--- src/rtl/mips_pkg.sv ---
// Shared types and constants for the MIPS front end: word type, fetch FSM
// states, bubble word and default reset vector.
package mips_pkg;

  typedef logic [31:0] word_t;

  typedef enum logic {
    FETCH     = 1'b0,
    MISS_WAIT = 1'b1
  } fetch_state_t;

  localparam word_t DEFAULT_RESET_PC = 32'h0000_0000;
  localparam word_t DEFAULT_NOP_WORD = 32'h0000_0000;  // sll $0,$0,0

  // Instruction addresses are always word aligned.
  function automatic word_t align_word(input word_t addr);
    return {addr[31:2], 2'b00};
  endfunction

endpackage

--- src/rtl/fetch_ctrl_fsm.sv ---
// Fetch control FSM: tracks FETCH / MISS_WAIT, drives the cache request and
// tells the datapath when a fetched word may be captured.
// Optional miss strobe exported under IFU_PERF_COUNTERS_EN.
import mips_pkg::*;

module fetch_ctrl_fsm (
  input  logic         clk,
  input  logic         reset,
  input  logic         stall,
  input  logic         redirect_valid,
  input  logic         icache_hit,
  input  logic         refill_done,
  output fetch_state_t state,
  output logic         icache_req,
  output logic         fetch_fire
`ifdef IFU_PERF_COUNTERS_EN
  ,
  output logic         miss_fire
`endif
);

  logic advance;

  // A cycle only makes forward progress when nothing upstream holds or squashes it.
  assign advance    = !stall && !redirect_valid;
  assign icache_req = (state == FETCH) && !stall;
  assign fetch_fire = (state == FETCH) && advance && icache_hit;

`ifdef IFU_PERF_COUNTERS_EN
  assign miss_fire  = (state == FETCH) && advance && !icache_hit;
`endif

  always_ff @(posedge clk or posedge reset) begin
    if (reset) begin
      state <= FETCH;
    end else if (redirect_valid) begin
      state <= FETCH;
    end else begin
      case (state)
        FETCH: begin
          if (!stall && !icache_hit)
            state <= MISS_WAIT;
        end
        MISS_WAIT: begin
          // The refill pulse is honoured even while stalled so it is not lost.
          if (refill_done)
            state <= FETCH;
        end
        default: state <= FETCH;
      endcase
    end
  end

endmodule

--- src/rtl/instruction_fetch_unit.sv ---
// Instruction fetch unit: owns the PC, fetches from the I-cache and feeds the
// IF/ID register. Define IFU_PERF_COUNTERS_EN to add fetch/miss counters.
import mips_pkg::*;

module instruction_fetch_unit #(
  parameter word_t RESET_PC = DEFAULT_RESET_PC,
  parameter int    PC_STEP  = 4,
  parameter word_t NOP_WORD = DEFAULT_NOP_WORD
) (
  input  logic        clk,
  input  logic        reset,
  input  logic        stall,
  input  logic        redirect_valid,
  input  logic [31:0] redirect_pc,
  output logic        icache_req,
  output logic [31:0] icache_addr,
  input  logic        icache_hit,
  input  logic [31:0] icache_data,
  input  logic        refill_done,
  output logic [31:0] next_pc,
  output logic [31:0] instruction,
  output logic        hit
`ifdef IFU_PERF_COUNTERS_EN
  ,
  output logic [31:0] fetch_count,
  output logic [31:0] miss_count
`endif
);

  localparam word_t STEP = word_t'(PC_STEP);

  fetch_state_t state;
  logic         fetch_fire;
  word_t        pc_p0;
  word_t        pc_inc_p0;
  word_t        next_pc_p1;
  word_t        instr_p1;
  logic         vld_p1;

`ifdef IFU_PERF_COUNTERS_EN
  logic         miss_fire;
`endif

  fetch_ctrl_fsm u_fsm (
    .clk            (clk),
    .reset          (reset),
    .stall          (stall),
    .redirect_valid (redirect_valid),
    .icache_hit     (icache_hit),
    .refill_done    (refill_done),
    .state          (state),
    .icache_req     (icache_req),
    .fetch_fire     (fetch_fire)
`ifdef IFU_PERF_COUNTERS_EN
    ,
    .miss_fire      (miss_fire)
`endif
  );

  // Stage p0: program counter and cache address
  assign pc_inc_p0   = pc_p0 + STEP;
  assign icache_addr = pc_p0;

  always_ff @(posedge clk or posedge reset) begin
    if (reset) begin
      pc_p0 <= RESET_PC;
    end else if (redirect_valid) begin
      pc_p0 <= align_word(redirect_pc);
    end else if (fetch_fire) begin
      pc_p0 <= pc_inc_p0;
    end
  end

  // Stage p1: IF/ID-facing registered outputs
  always_ff @(posedge clk or posedge reset) begin
    if (reset) begin
      next_pc_p1 <= '0;
      instr_p1   <= NOP_WORD;
      vld_p1     <= 1'b0;
    end else if (redirect_valid) begin
      // Squash whatever was in flight on the wrong path; next_pc is don't-care on a bubble.
      instr_p1   <= NOP_WORD;
      vld_p1     <= 1'b0;
    end else if (stall) begin
      next_pc_p1 <= next_pc_p1;
      instr_p1   <= instr_p1;
      vld_p1     <= vld_p1;
    end else if (fetch_fire) begin
      next_pc_p1 <= pc_inc_p0;
      instr_p1   <= icache_data;
      vld_p1     <= 1'b1;
    end else begin
      instr_p1   <= NOP_WORD;
      vld_p1     <= 1'b0;
    end
  end

  assign next_pc     = next_pc_p1;
  assign instruction = instr_p1;
  assign hit         = vld_p1;

`ifdef IFU_PERF_COUNTERS_EN
  word_t fetch_cnt_p1;
  word_t miss_cnt_p1;

  always_ff @(posedge clk or posedge reset) begin
    if (reset) begin
      fetch_cnt_p1 <= '0;
      miss_cnt_p1  <= '0;
    end else begin
      if (fetch_fire)
        fetch_cnt_p1 <= fetch_cnt_p1 + 32'd1;
      if (miss_fire)
        miss_cnt_p1  <= miss_cnt_p1 + 32'd1;
    end
  end

  assign fetch_count = fetch_cnt_p1;
  assign miss_count  = miss_cnt_p1;
`endif

endmodule

--- config.mk ---
export PLATFORM = sky130hd
export DESIGN_NAME = instruction_fetch_unit
export DESIGN_NICKNAME = d
export VERILOG_FILES = /design/src/rtl/mips_pkg.sv /design/src/rtl/fetch_ctrl_fsm.sv /design/src/rtl/instruction_fetch_unit.sv
export SDC_FILE = /design/constraint.sdc
export NUM_CORES = 1
export LEC_CHECK = 0
export CORE_MARGIN = 1
export CORE_UTILIZATION = 40
export CTS_CLUSTER_DIAMETER = 40
export DETAILED_ROUTE_END_ITERATION = 6
export GPL_TIMING_DRIVEN = 1
export PLACE_DENSITY = 0.86
export SYNTH_ARGS = -nofsm -noshare
export SYNTH_HDL_FRONTEND = slang
export SYNTH_SLANG_ARGS = --single-unit
export TNS_END_PERCENT = 5
--- constraint.sdc ---
create_clock -name clk -period 3.2 [get_ports clk]
set_input_delay 0.96 -clock clk [delete_from_list [all_inputs] [get_ports clk]]
set_output_delay 0.96 -clock clk [all_outputs]
set_load 0.01 [all_outputs]
==> results.sh <==
export IMPL_fin_skew_ps=11.2
export IMPL_placed_area_sq_mm=0.00622
export IMPL_crit_start="stall"
export IMPL_route_detailed_drc=0
export IMPL_grt_max_degree=58
export IMPL_period_minus_slack_ps=3060
export IMPL_dp_hpwl_microns=8570
export IMPL_r2r_setup_slack_ps=970
export IMPL_yosysMostFrequentCell="dfrtp_1"
export IMPL_placementRows=38
export IMPL_yosys_area_top_type="dfrtp_1"
export IMPL_cts_tree="done"
export IMPL_crit_path_end_kind="output pin"
export IMPL_io_buffers=161
export IMPL_drt_wl_total_microns=11700
export IMPL_wl_per_cell_microns=15.8
export IMPL_regToRegStartpoint="icache_addr[7]$_DFFE_PP0P_"
export IMPL_die_height_microns=107
export IMPL_power_total_w=0.00299
export IMPL_relSlewSlack=0.513
export IMPL_synth_top_area_share=0.532
export IMPL_critPathLaunchType="input port"
export IMPL_setup_tns_ps=0
export IMPL_viasPerCell=5.20
export IMPL_root_buffer="clkbuf_8"
export IMPL_ys_types=35
export IMPL_ir_drop_mv=0.242
export IMPL_antenna_found_initial=0
export IMPL_ioPinCount=168
export IMPL_ys_seq_elements=94
export IMPL_place_congestion=0.789
export IMPL_grt_overflow=0
export IMPL_rsz0062_at_grt="no"
export IMPL_ant_nets=0
export IMPL_hold_buffers=0
export IMPL_drtPass1Iterations=5
export IMPL_final_setup_viol_count=0
export IMPL_core_area_sq_mm=0.0108
export IMPL_clk_pin_slew_ps=80
export IMPL_die_width_microns=107
export IMPL_layout_nets=666
export IMPL_power_density_mw_per_mm2=466
export IMPL_hp_class="flop to flop"
export IMPL_synth_cells=443
export IMPL_synthToLayoutAreaGrowth_pct=45.3
export IMPL_crit_fanout=3
export IMPL_synth_edf_count=0
export IMPL_r2r_end="icache_addr[17]$_DFFE_PP0P_"
export IMPL_min_to="next_pc[29]$_DFFE_PP0P_"
export IMPL_p_leak_nw=2.58
export IMPL_clock_sinks=94
export IMPL_fin_crit_sh=0.957
export IMPL_final_area_sq_mm=0.00642
export IMPL_synthTopCellsByCount="dfrtp_1, nand2_1, nor2_1"
export IMPL_synth_area_sq_mm=0.00442
export IMPL_fp_dieArea_sq_mm=0.0115
export IMPL_ys_seq_area_frac=0.532
export IMPL_cp_data_arrival_time_ps=2100
export IMPL_worst_pin_slew_ps=728
export IMPL_hold_path_depth=2
export IMPL_cts_buffer_depth=2
export IMPL_grt_usage=0.214
export IMPL_worstHoldStart="next_pc[29]$_DFFE_PP0P_"
export IMPL_cts_resized=0
export IMPL_synth_avg_cell_area_sq_um=9.98
export IMPL_cts_setup_buffers=0
export IMPL_grt_pass1_wl_microns=19100
export IMPL_drv_slew=0
export IMPL_hold_viol_final=0
export IMPL_vias=3843
export IMPL_initial_core_util=0.410
export IMPL_cap_violations=0
export IMPL_h_tree_depth=3
export IMPL_fmax_mhz=327
export IMPL_cts_buffers=9
export IMPL_initialDrtViolationCount=198
export IMPL_timing_setup_critical_path_class="input port to output pin"
export IMPL_async_reset_ff_frac=1.00
export IMPL_clkLatencyLatePin_ps=360
export IMPL_r2r_cells=5
export IMPL_worstPathRequired_ps=2240
export IMPL_drive_above_1_share=0.0684
export IMPL_ys_flop_type="dfrtp_1"
export IMPL_status="complete, no violations"
export IMPL_diodes=0
export IMPL_yosysWarnings=0
export IMPL_synth_area_leaders="dfrtp_1, a22o_1, xor2_1"
export IMPL_grt_pass1_vias=3789
-- cells by family after synthesis --
logic type               share of synthesized area
AO/OA/AOI/OAI                                0.131
XOR/XNOR                                     0.113
adder cells (fa/ha/maj)                    0.00283
buffers and inverters                       0.0390
flip-flops                                   0.532
multiplexers                               0.00481
other                                     0.000848
AND/OR/NAND/NOR                              0.176
-- registers in the layout, summed over array words and instances (netlist names) --
signal,flops
hit,1
icache_addr,30
instruction,32
next_pc,30
u_fsm.state,1
-- power by group --
group	switching, W	total (W)	internal, W	leakage (nW)
combinational	0.000303	0.000718	0.000415	1.30
clock	0.000399	0.000832	0.000433	0.106
sequential	0.000124	0.00144	0.00132	1.17
-- routing by layer --
| metal | GRT usage | up-vias | share of wire |
|---|---|---|---|
| met2 | 0.353 | 143 | 0.50 |
| met4 | 0.0744 | 0 | 0.017 |
| met1 | 0.286 | 1866 | 0.43 |
| met3 | 0.0322 | 19 | 0.057 |
| li1 | - | 1815 | - |
| met5 | 0 | - | 0 |
-- worst max path at each step --
stage / end / slack [ps] / depth (start not counted)
floorplan: icache_addr[27]$_DFFE_PP0P_ / 650 / 6
global placement: icache_addr[25]$_DFFE_PP0P_ / 100 / 7
detailed placement: icache_addr[25]$_DFFE_PP0P_ / 30 / 7
CTS: icache_req / 130 / 3
global route: icache_req / 100 / 3
finish: icache_req / 140 / 3
-- cell usage in the layout, fill, tap and decap left out, drive strengths merged, types with 2 or more instances in the layout --
| cell type | netlist | final |
|---|---|---|
| conb | 1 | 4 |
| nor2 | 43 | 43 |
| o21ai | 33 | 33 |
| buf | 9 | 13 |
| clkinv | 0 | 3 |
| a21oi | 27 | 27 |
| inv | 5 | 4 |
| and4 | 2 | 2 |
| clkbuf | 26 | 10 |
| a22o | 32 | 32 |
| xor2 | 30 | 30 |
| nand4 | 14 | 14 |
| nor3 | 12 | 12 |
| bufinv | 0 | 2 |
| nand2 | 47 | 47 |
| clkdlybuf4s50 | 0 | 160 |
| dfrtp | 94 | 94 |
| nand3 | 23 | 23 |
| xnor2 | 27 | 27 |
| and3 | 5 | 5 |
| nor4 | 3 | 3 |
-- stage by stage --
step	worst slack, ps	hold WS, ps	instances	utilization
6_report	138	499	739	0.595
5_1_grt	95.6	525	739	0.595
4_1_cts	131	499	739	0.595
3_5_place_dp	29.5	478	724	0.576
3_3_place_gp	102	470	724	0.576
2_1_floorplan	651	515	446	-
-- critical path: stages --
cell,delay [ps]
clkdlybuf4s50_1,460
nor2_1,140
clkdlybuf4s50_1,550
-- final cells by class --
cell class,count,area [sq um]
multi-input cells,312,1920
clock inverters,5,75.1
clock buffers,10,128
flip-flops and latches,94,2350
repair buffers,173,1750
inverters,5,22.5
well taps,140,175
fillers,932,4370
No activity file was read; power rests on OpenSTA's default activity.
